<file path="config.mk">
export PLATFORM = sky130hd
export DESIGN_NAME = wb_arbiter
export DESIGN_NICKNAME = d
export VERILOG_FILES = /design/src/rtl/wb_arbiter.sv
export SDC_FILE = /design/constraint.sdc
export NUM_CORES = 1
export LEC_CHECK = 0
export ABC_AREA = 0
export CELL_PAD_IN_SITES_DETAIL_PLACEMENT = 1
export CELL_PAD_IN_SITES_GLOBAL_PLACEMENT = 1
export CORE_MARGIN = 8
export CORE_UTILIZATION = 44
export CTS_BUF_LIST = sky130_fd_sc_hd__clkbuf_2 sky130_fd_sc_hd__clkbuf_4 sky130_fd_sc_hd__clkbuf_8
export CTS_CLUSTER_SIZE = 16
export DETAILED_ROUTE_END_ITERATION = 12
export GPL_TIMING_DRIVEN = 0
export PLACE_DENSITY = 0.88
export SETUP_SLACK_MARGIN = 0.02
export SLEW_MARGIN = 20
export SYNTH_ARGS = -nofsm -noshare
export SYNTH_HDL_FRONTEND = slang
export SYNTH_SLANG_ARGS = --single-unit
</file>
<file path="constraint.sdc">
create_clock -name cpu_clk -period 3.4 [get_ports cpu_clk]
set_clock_uncertainty 0.1 [all_clocks]
set_input_delay 0.51 -clock cpu_clk [delete_from_list [all_inputs] [get_ports cpu_clk]]
set_output_delay 0.51 -clock cpu_clk [all_outputs]
set_load 0.005 [all_outputs]
</file>
<file path="src/rtl/wb_arbiter.sv">
// ---------------------------------------------------------------------------
// wb_arbiter
//  Producer side of the register-file write port. Each cycle it picks at most
//  one result: a single-cycle ALU result has priority. Otherwise the oldest
//  long-latency LSU/muldiv result, held in a small in-order FIFO, is used.
//  The chosen result is registered onto rd/wb/wb_sig. A scoreboard of
//  outstanding long-latency destinations produces the decode hazard flags.
//
//  Optional feature macro: WB_BYPASS_EN
//    defined   : decode may forward from the output register (fwdN_*); a
//                hazard on an LSU result sitting in the output register is
//                masked while it is forwardable.
//    undefined : fwdN_* tied low; hazards come from the scoreboard only.
// ---------------------------------------------------------------------------
module wb_arbiter #(
    parameter int XLEN  = 32,
    parameter int DEPTH = 4
) (
    input  logic            cpu_clk,
    input  logic            rst_n,
    input  logic            stall,
    input  logic            alu_valid,
    input  logic [4:0]      alu_rd,
    input  logic [XLEN-1:0] alu_data,
    input  logic            lsu_valid,
    output logic            lsu_ready,
    input  logic [4:0]      lsu_rd,
    input  logic [XLEN-1:0] lsu_data,
    input  logic            issue_valid,
    input  logic [4:0]      issue_rd,
    input  logic [4:0]      rs1,
    input  logic [4:0]      rs2,
    output logic            hz1,
    output logic            hz2,
    output logic            fwd1_valid,
    output logic            fwd2_valid,
    output logic [XLEN-1:0] fwd1_data,
    output logic [XLEN-1:0] fwd2_data,
    output logic [4:0]      rd,
    output logic [XLEN-1:0] wb,
    output logic            wb_sig
);

    localparam int AW = $clog2(DEPTH);
    localparam int CW = AW + 1;

    // Origin of the value held in the output register.
    typedef enum logic {
        SRC_ALU = 1'b0,
        SRC_LSU = 1'b1
    } src_t;

    // LSU result FIFO storage and bookkeeping
    logic [4:0]      fifo_rd_r   [DEPTH];
    logic [XLEN-1:0] fifo_data_r [DEPTH];
    logic [AW-1:0]   wr_ptr_r;
    logic [AW-1:0]   rd_ptr_r;
    logic [CW-1:0]   count_r;

    // Output register
    logic [4:0]      rd_r;
    logic [XLEN-1:0] wb_r;
    logic            wb_sig_r;
    src_t            src_r;

    // Scoreboard of pending long-latency destinations
    logic [31:0]     busy_r;
    logic [31:0]     busy_next_s;

    // Per-cycle decisions
    logic            lsu_ready_s;
    logic            push_s;
    logic            pop_s;
    logic            alu_sel_s;
    logic            commit_s;
    logic [4:0]      head_rd_s;
    logic [XLEN-1:0] head_data_s;

    // Ready depends only on the registered occupancy, so a pop in the same
    // cycle never opens a slot early.
    assign lsu_ready_s = (count_r < CW'(DEPTH));
    assign push_s      = lsu_valid & lsu_ready_s;

    // ALU writes to x0 are treated as idle so the FIFO can drain behind them.
    assign alu_sel_s   = ~stall & alu_valid & (alu_rd != 5'd0);
    assign pop_s       = ~stall & ~alu_sel_s & (count_r != {CW{1'b0}});
    assign commit_s    = wb_sig_r & ~stall;

    assign head_rd_s   = fifo_rd_r[rd_ptr_r];
    assign head_data_s = fifo_data_r[rd_ptr_r];

    // FIFO storage: write the incoming LSU result at the tail on a push.
    always_ff @(posedge cpu_clk or negedge rst_n) begin
        if (!rst_n) begin
            for (int i = 0; i < DEPTH; i++) begin
                fifo_rd_r[i]   <= 5'd0;
                fifo_data_r[i] <= {XLEN{1'b0}};
            end
        end else if (push_s) begin
            fifo_rd_r[wr_ptr_r]   <= lsu_rd;
            fifo_data_r[wr_ptr_r] <= lsu_data;
        end
    end

    // FIFO pointers and occupancy; simultaneous push and pop leave count as is.
    always_ff @(posedge cpu_clk or negedge rst_n) begin
        if (!rst_n) begin
            wr_ptr_r <= {AW{1'b0}};
            rd_ptr_r <= {AW{1'b0}};
            count_r  <= {CW{1'b0}};
        end else begin
            if (push_s) begin
                wr_ptr_r <= wr_ptr_r + AW'(1);
            end
            if (pop_s) begin
                rd_ptr_r <= rd_ptr_r + AW'(1);
            end
            case ({push_s, pop_s})
                2'b10:   count_r <= count_r + CW'(1);
                2'b01:   count_r <= count_r - CW'(1);
                default: count_r <= count_r;
            endcase
        end
    end

    // Output register: ALU first, then FIFO head; everything holds under stall.
    always_ff @(posedge cpu_clk or negedge rst_n) begin
        if (!rst_n) begin
            rd_r     <= 5'd0;
            wb_r     <= {XLEN{1'b0}};
            wb_sig_r <= 1'b0;
            src_r    <= SRC_ALU;
        end else if (!stall) begin
            if (alu_sel_s) begin
                rd_r     <= alu_rd;
                wb_r     <= alu_data;
                wb_sig_r <= 1'b1;
                src_r    <= SRC_ALU;
            end else if (pop_s) begin
                // A popped x0 result occupies the slot but never writes.
                rd_r     <= head_rd_s;
                wb_r     <= head_data_s;
                wb_sig_r <= (head_rd_s != 5'd0);
                src_r    <= SRC_LSU;
            end else begin
                wb_sig_r <= 1'b0;
            end
        end
    end

    // Scoreboard next state: clear on an LSU-sourced commit, then set on
    // issue so a same-index set overrides the clear.
    always_comb begin
        busy_next_s = busy_r;
        if (commit_s && (src_r == SRC_LSU) && (rd_r != 5'd0)) begin
            busy_next_s[rd_r] = 1'b0;
        end else begin
            busy_next_s = busy_next_s;
        end
        if (issue_valid && (issue_rd != 5'd0)) begin
            busy_next_s[issue_rd] = 1'b1;
        end else begin
            busy_next_s = busy_next_s;
        end
        busy_next_s[0] = 1'b0;
    end

    // Scoreboard register.
    always_ff @(posedge cpu_clk or negedge rst_n) begin
        if (!rst_n) begin
            busy_r <= 32'd0;
        end else begin
            busy_r <= busy_next_s;
        end
    end

    // Decode hazard and forwarding flags.
    always_comb begin
        hz1        = 1'b0;
        hz2        = 1'b0;
        fwd1_valid = 1'b0;
        fwd2_valid = 1'b0;
        fwd1_data  = {XLEN{1'b0}};
        fwd2_data  = {XLEN{1'b0}};
`ifdef WB_BYPASS_EN
        fwd1_valid = wb_sig_r & (rd_r != 5'd0) & (rd_r == rs1);
        fwd2_valid = wb_sig_r & (rd_r != 5'd0) & (rd_r == rs2);
        fwd1_data  = wb_r;
        fwd2_data  = wb_r;
        hz1 = (rs1 != 5'd0) & busy_r[rs1] & ~(fwd1_valid & (src_r == SRC_LSU));
        hz2 = (rs2 != 5'd0) & busy_r[rs2] & ~(fwd2_valid & (src_r == SRC_LSU));
`else
        hz1 = (rs1 != 5'd0) & busy_r[rs1];
        hz2 = (rs2 != 5'd0) & busy_r[rs2];
`endif
    end

    assign lsu_ready = lsu_ready_s;
    assign rd        = rd_r;
    assign wb        = wb_r;
    assign wb_sig    = wb_sig_r;

endmodule

</file>
==> impl_metrics.env, run 1 <==
export IMPL_status="completed"
export IMPL_crit_end="count_r[2]"
export IMPL_rsz0062_at_grt="no"
export IMPL_grt_pass1_wl_um=49790
export IMPL_power_frac_comb=0.384
export IMPL_power_share_switching=0.3196
export IMPL_drt_iter0_drc=355
export IMPL_routed_wl_um=30760
export IMPL_fp_coreArea_um2=24320
export IMPL_wire_per_inst_um=21.91
export IMPL_io_pins=202
export IMPL_period_needed_ns=3.220
export IMPL_synth_simple_gate_area_share=0.04877
export IMPL_clk_latency_ns=0.53
export IMPL_cts_made_buffers=41
export IMPL_die_w_um=173.4
export IMPL_synth_top_family_by_area="multiplexers"
export IMPL_r2r_end="count_r[2]"
export IMPL_htree_levels=2
export IMPL_synth_seq_cells=225
export IMPL_intPower_mw=8.232
export IMPL_die_y_um=173.4
export IMPL_grt_antenna_before_repair=1
export IMPL_layout_drive_gt1_share=0.3336
export IMPL_place_hpwl_um=21510
export IMPL_synth_seq_area_share=0.5164
export IMPL_vias=7503
export IMPL_fin_util=0.5632
export IMPL_synth_top_flop_cell="dfrtp_1"
export IMPL_fin_crit_sh=0.9470
export IMPL_peakVddDrop_v=0.0004539
export IMPL_synth_area_mux_share=0.2990
export IMPL_yosys_area_top_type_share=0.5164
export IMPL_power_mw=12.10
export IMPL_critPathKind="in2reg"
export IMPL_ff2ff_path_depth=10
export IMPL_clock_power_share=0.211
export IMPL_nets=1161
export IMPL_cts_tree="yes"
export IMPL_instances_no_fill=1404
export IMPL_synth_edf_count=0
export IMPL_synth_xor_area_frac=0.004819
export IMPL_crit_fanout=10
export IMPL_yosysMostFrequentCell="dfrtp_1"
export IMPL_synth_compound_area_frac=0.05519
export IMPL_tightest_slew_ns=0.9125
export IMPL_synthArstFlopShare=1.000
export IMPL_io_buffers=127
export IMPL_cpMostUsedCell="nor2_1"
export IMPL_rrSetupSlack_ns=0.32
export IMPL_leakage_nw=6.018
export IMPL_yosys_warnings=0
export IMPL_clkTransAtPathRegs_ns=0.06
export IMPL_netlist_top_cells_count="dfrtp_1, mux2_2, buf_4"
export IMPL_grt_use_total=0.2060
export IMPL_root_buffer="clkbuf_8"
export IMPL_setup_viol=0
export IMPL_cp_start_kind="primary input"
export IMPL_place_inst=1340
export IMPL_synthToLayoutAreaGrowth_pct=25.60
export IMPL_cp_required_ns=3.74
export IMPL_setup_worst_path_start="stall"
export IMPL_rr_startpoint="count_r[0]"
export IMPL_cpMaxStageDelayCell="clkbuf_1"
export IMPL_dr_pass1_iters=4
export IMPL_hold_class="in2async"
export IMPL_p_per_area_nw_per_um2=883.3
export IMPL_seq_power_share=0.406
export IMPL_ctsResizeCount=0
export IMPL_critical_path_cell_chain="clkdlybuf4s50_1 > nor2_1 > clkbuf_1 > and2_1 > ha_1 > inv_1 > fa_1 > xor2_1 > nor2_1 > xnor2_1"
export IMPL_first_global_vias=8645
export IMPL_max_freq_ghz=0.3106
export IMPL_drtAntennaViolNets=0
export IMPL_yosysTopAreaCell="dfrtp_1"
export IMPL_vias_per_cell=5.344
export IMPL_report_final_slew_viol_count=0
export IMPL_gp_congestion=0.8224
export IMPL_syn_area_um2=10900
export IMPL_pre_cts_slack_ns=-0.3194
export IMPL_p_sw_mw=3.866
export IMPL_syn_inst=822
export IMPL_max_cap_violations=0
export IMPL_start_util=0.4484
export IMPL_synth_area_leaders="dfrtp_1, mux2_2, mux4_2"
export IMPL_cp_end_kind="flip-flop"
export IMPL_max_stage_delay_ns=0.72
export IMPL_cp_data_arrival_time_ns=3.56
export IMPL_max_slew_margin_rel=0.3917
export IMPL_cts_sink_count=225
export IMPL_rows=57
export IMPL_grt_max_degree=100
export IMPL_synthAdderAreaFrac=0.007573
export IMPL_grt_overflow_total=0
export IMPL_fin_ws_ns=0.1802
export IMPL_ctsLongestPathBuffers=3
export IMPL_holdWs_ns=0.3955
export IMPL_postSynthAreaPerCell_um2=13.27
export IMPL_die_area_um2=30080
export IMPL_synth_cell_types=45
export IMPL_hold_viol_final=0
export IMPL_detail_route_drc_violations=0
[how the worst min path moves through the flow]
stage / slack [ns] / start / depth (start not counted) / end
final: 0.40 / rst_n / 2 / fifo_data_r[51]
after global routing: 0.41 / fifo_data_r[41] / 1 / fifo_data_r[41]
after CTS: 0.40 / rst_n / 2 / fifo_data_r[51]
after detailed placement: 0.38 / rst_n / 1 / fifo_data_r[51]
after global placement: 0.37 / src_r / 1 / src_r
after floorplan: 0.11 / rst_n / 0 / busy_r[10]
[power groups by stage]
stage,sequential [mW],combinational [mW],clock (mW)
finish,4.91,4.64,2.55
global route,5.06,5.04,2.73
CTS,4.90,4.71,2.63
detailed placement,4.90,4.63,0
global placement,4.76,4.41,0
floorplan,4.59,3.15,0
[per-stage QoR]
step	setup TNS, ns	instance area, um^2
after floorplan	0	11150
after global placement	-1749.02	12820
after detailed placement	-0.4376	12880
after CTS	0	13690
after global routing	0	13690
final	0	13700
[logic make-up after synthesis]
group,count (synthesis)
multiplexers,242
flip-flops,225
buffers and inverters,120
AO/OA/AOI/OAI,111
AND/OR/NAND/NOR,111
adder cells (fa/ha/maj),6
XOR/XNOR,6
other,1
[worst max-delay path, delay by kind of cell]
| kind | cells | cell delay, ns |
|---|---|---|
| xor gates and xnor gates | 2 | 0.28 |
| adders and majority gates | 2 | 0.57 |
| buffers and inverters | 3 | 1.31 |
| and+or+nand+nor | 3 | 0.88 |
[layout by cell type (no fill, tap or decap), types with 2 or more instances in the layout]
master / instances
mux2i_1: 40
clkbuf_1: 15
clkbuf_8: 53
nand3_1: 10
a21oi_1: 36
xor2_1: 2
a211o_1: 2
xnor2_1: 4
or4_1: 2
o21ai_1: 2
ha_1: 5
nand3b_1: 8
inv_1: 10
dfrtp_1: 225
or3_1: 4
nor3b_1: 4
mux4_2: 48
mux2_2: 151
o41ai_1: 3
nand2_1: 20
o21ai_0: 58
o211ai_1: 2
conb_1: 66
clkbuf_4: 8
buf_2: 25
a31oi_1: 2
buf_1: 2
a2111oi_0: 2
mux4_1: 3
clkdlybuf4s50_1: 126
nor2_1: 51
nor2b_1: 3
buf_16: 2
buf_4: 67
[flip-flops by register name, summed over array words and instances (netlist names)]
signal and count:
wb 32, fifo_data_r 128, wb_sig 1, fifo_rd_r 20, rd 5, src_r 1
rd_ptr_r 2, count_r 3, busy_r 31, wr_ptr_r 2
[cell type report]
type | count | area (um^2)
antenna | 1 | 2.502
buffer | 110 | 703.2
clock buffer | 61 | 789.5
clock inverter | 1 | 8.758
fill | 2474 | 10620
inverter | 10 | 37.54
multi-input combinational | 542 | 4777
sequential | 225 | 5630
tap | 324 | 405.4
timing repair buffer | 130 | 1341
[per-layer routing]
metal	vias up	wire length, um	part of all wire	global-route usage
met4	2	687	0.022	0.06073
met2	231	16000	0.52	0.3660
met5	-	13	0.00042	0
li1	3327	-	-	-
met3	55	2048	0.067	0.05685
met1	3888	12010	0.39	0.2387
[what timing repair did]
action | in CTS | in global routing
hold endpoints to repair | 59 | 0
setup buffers | 0 | 0
hold buffers | 1 | 0
(Power assumes the default switching activity.)
==> run 2, diff against run 1 <==
ABC_CLOCK_PERIOD_IN_PS = 3400   (was default)
==> results of run 2 <==
The final DEF is identical to that of run 1; final timing and power are the same.
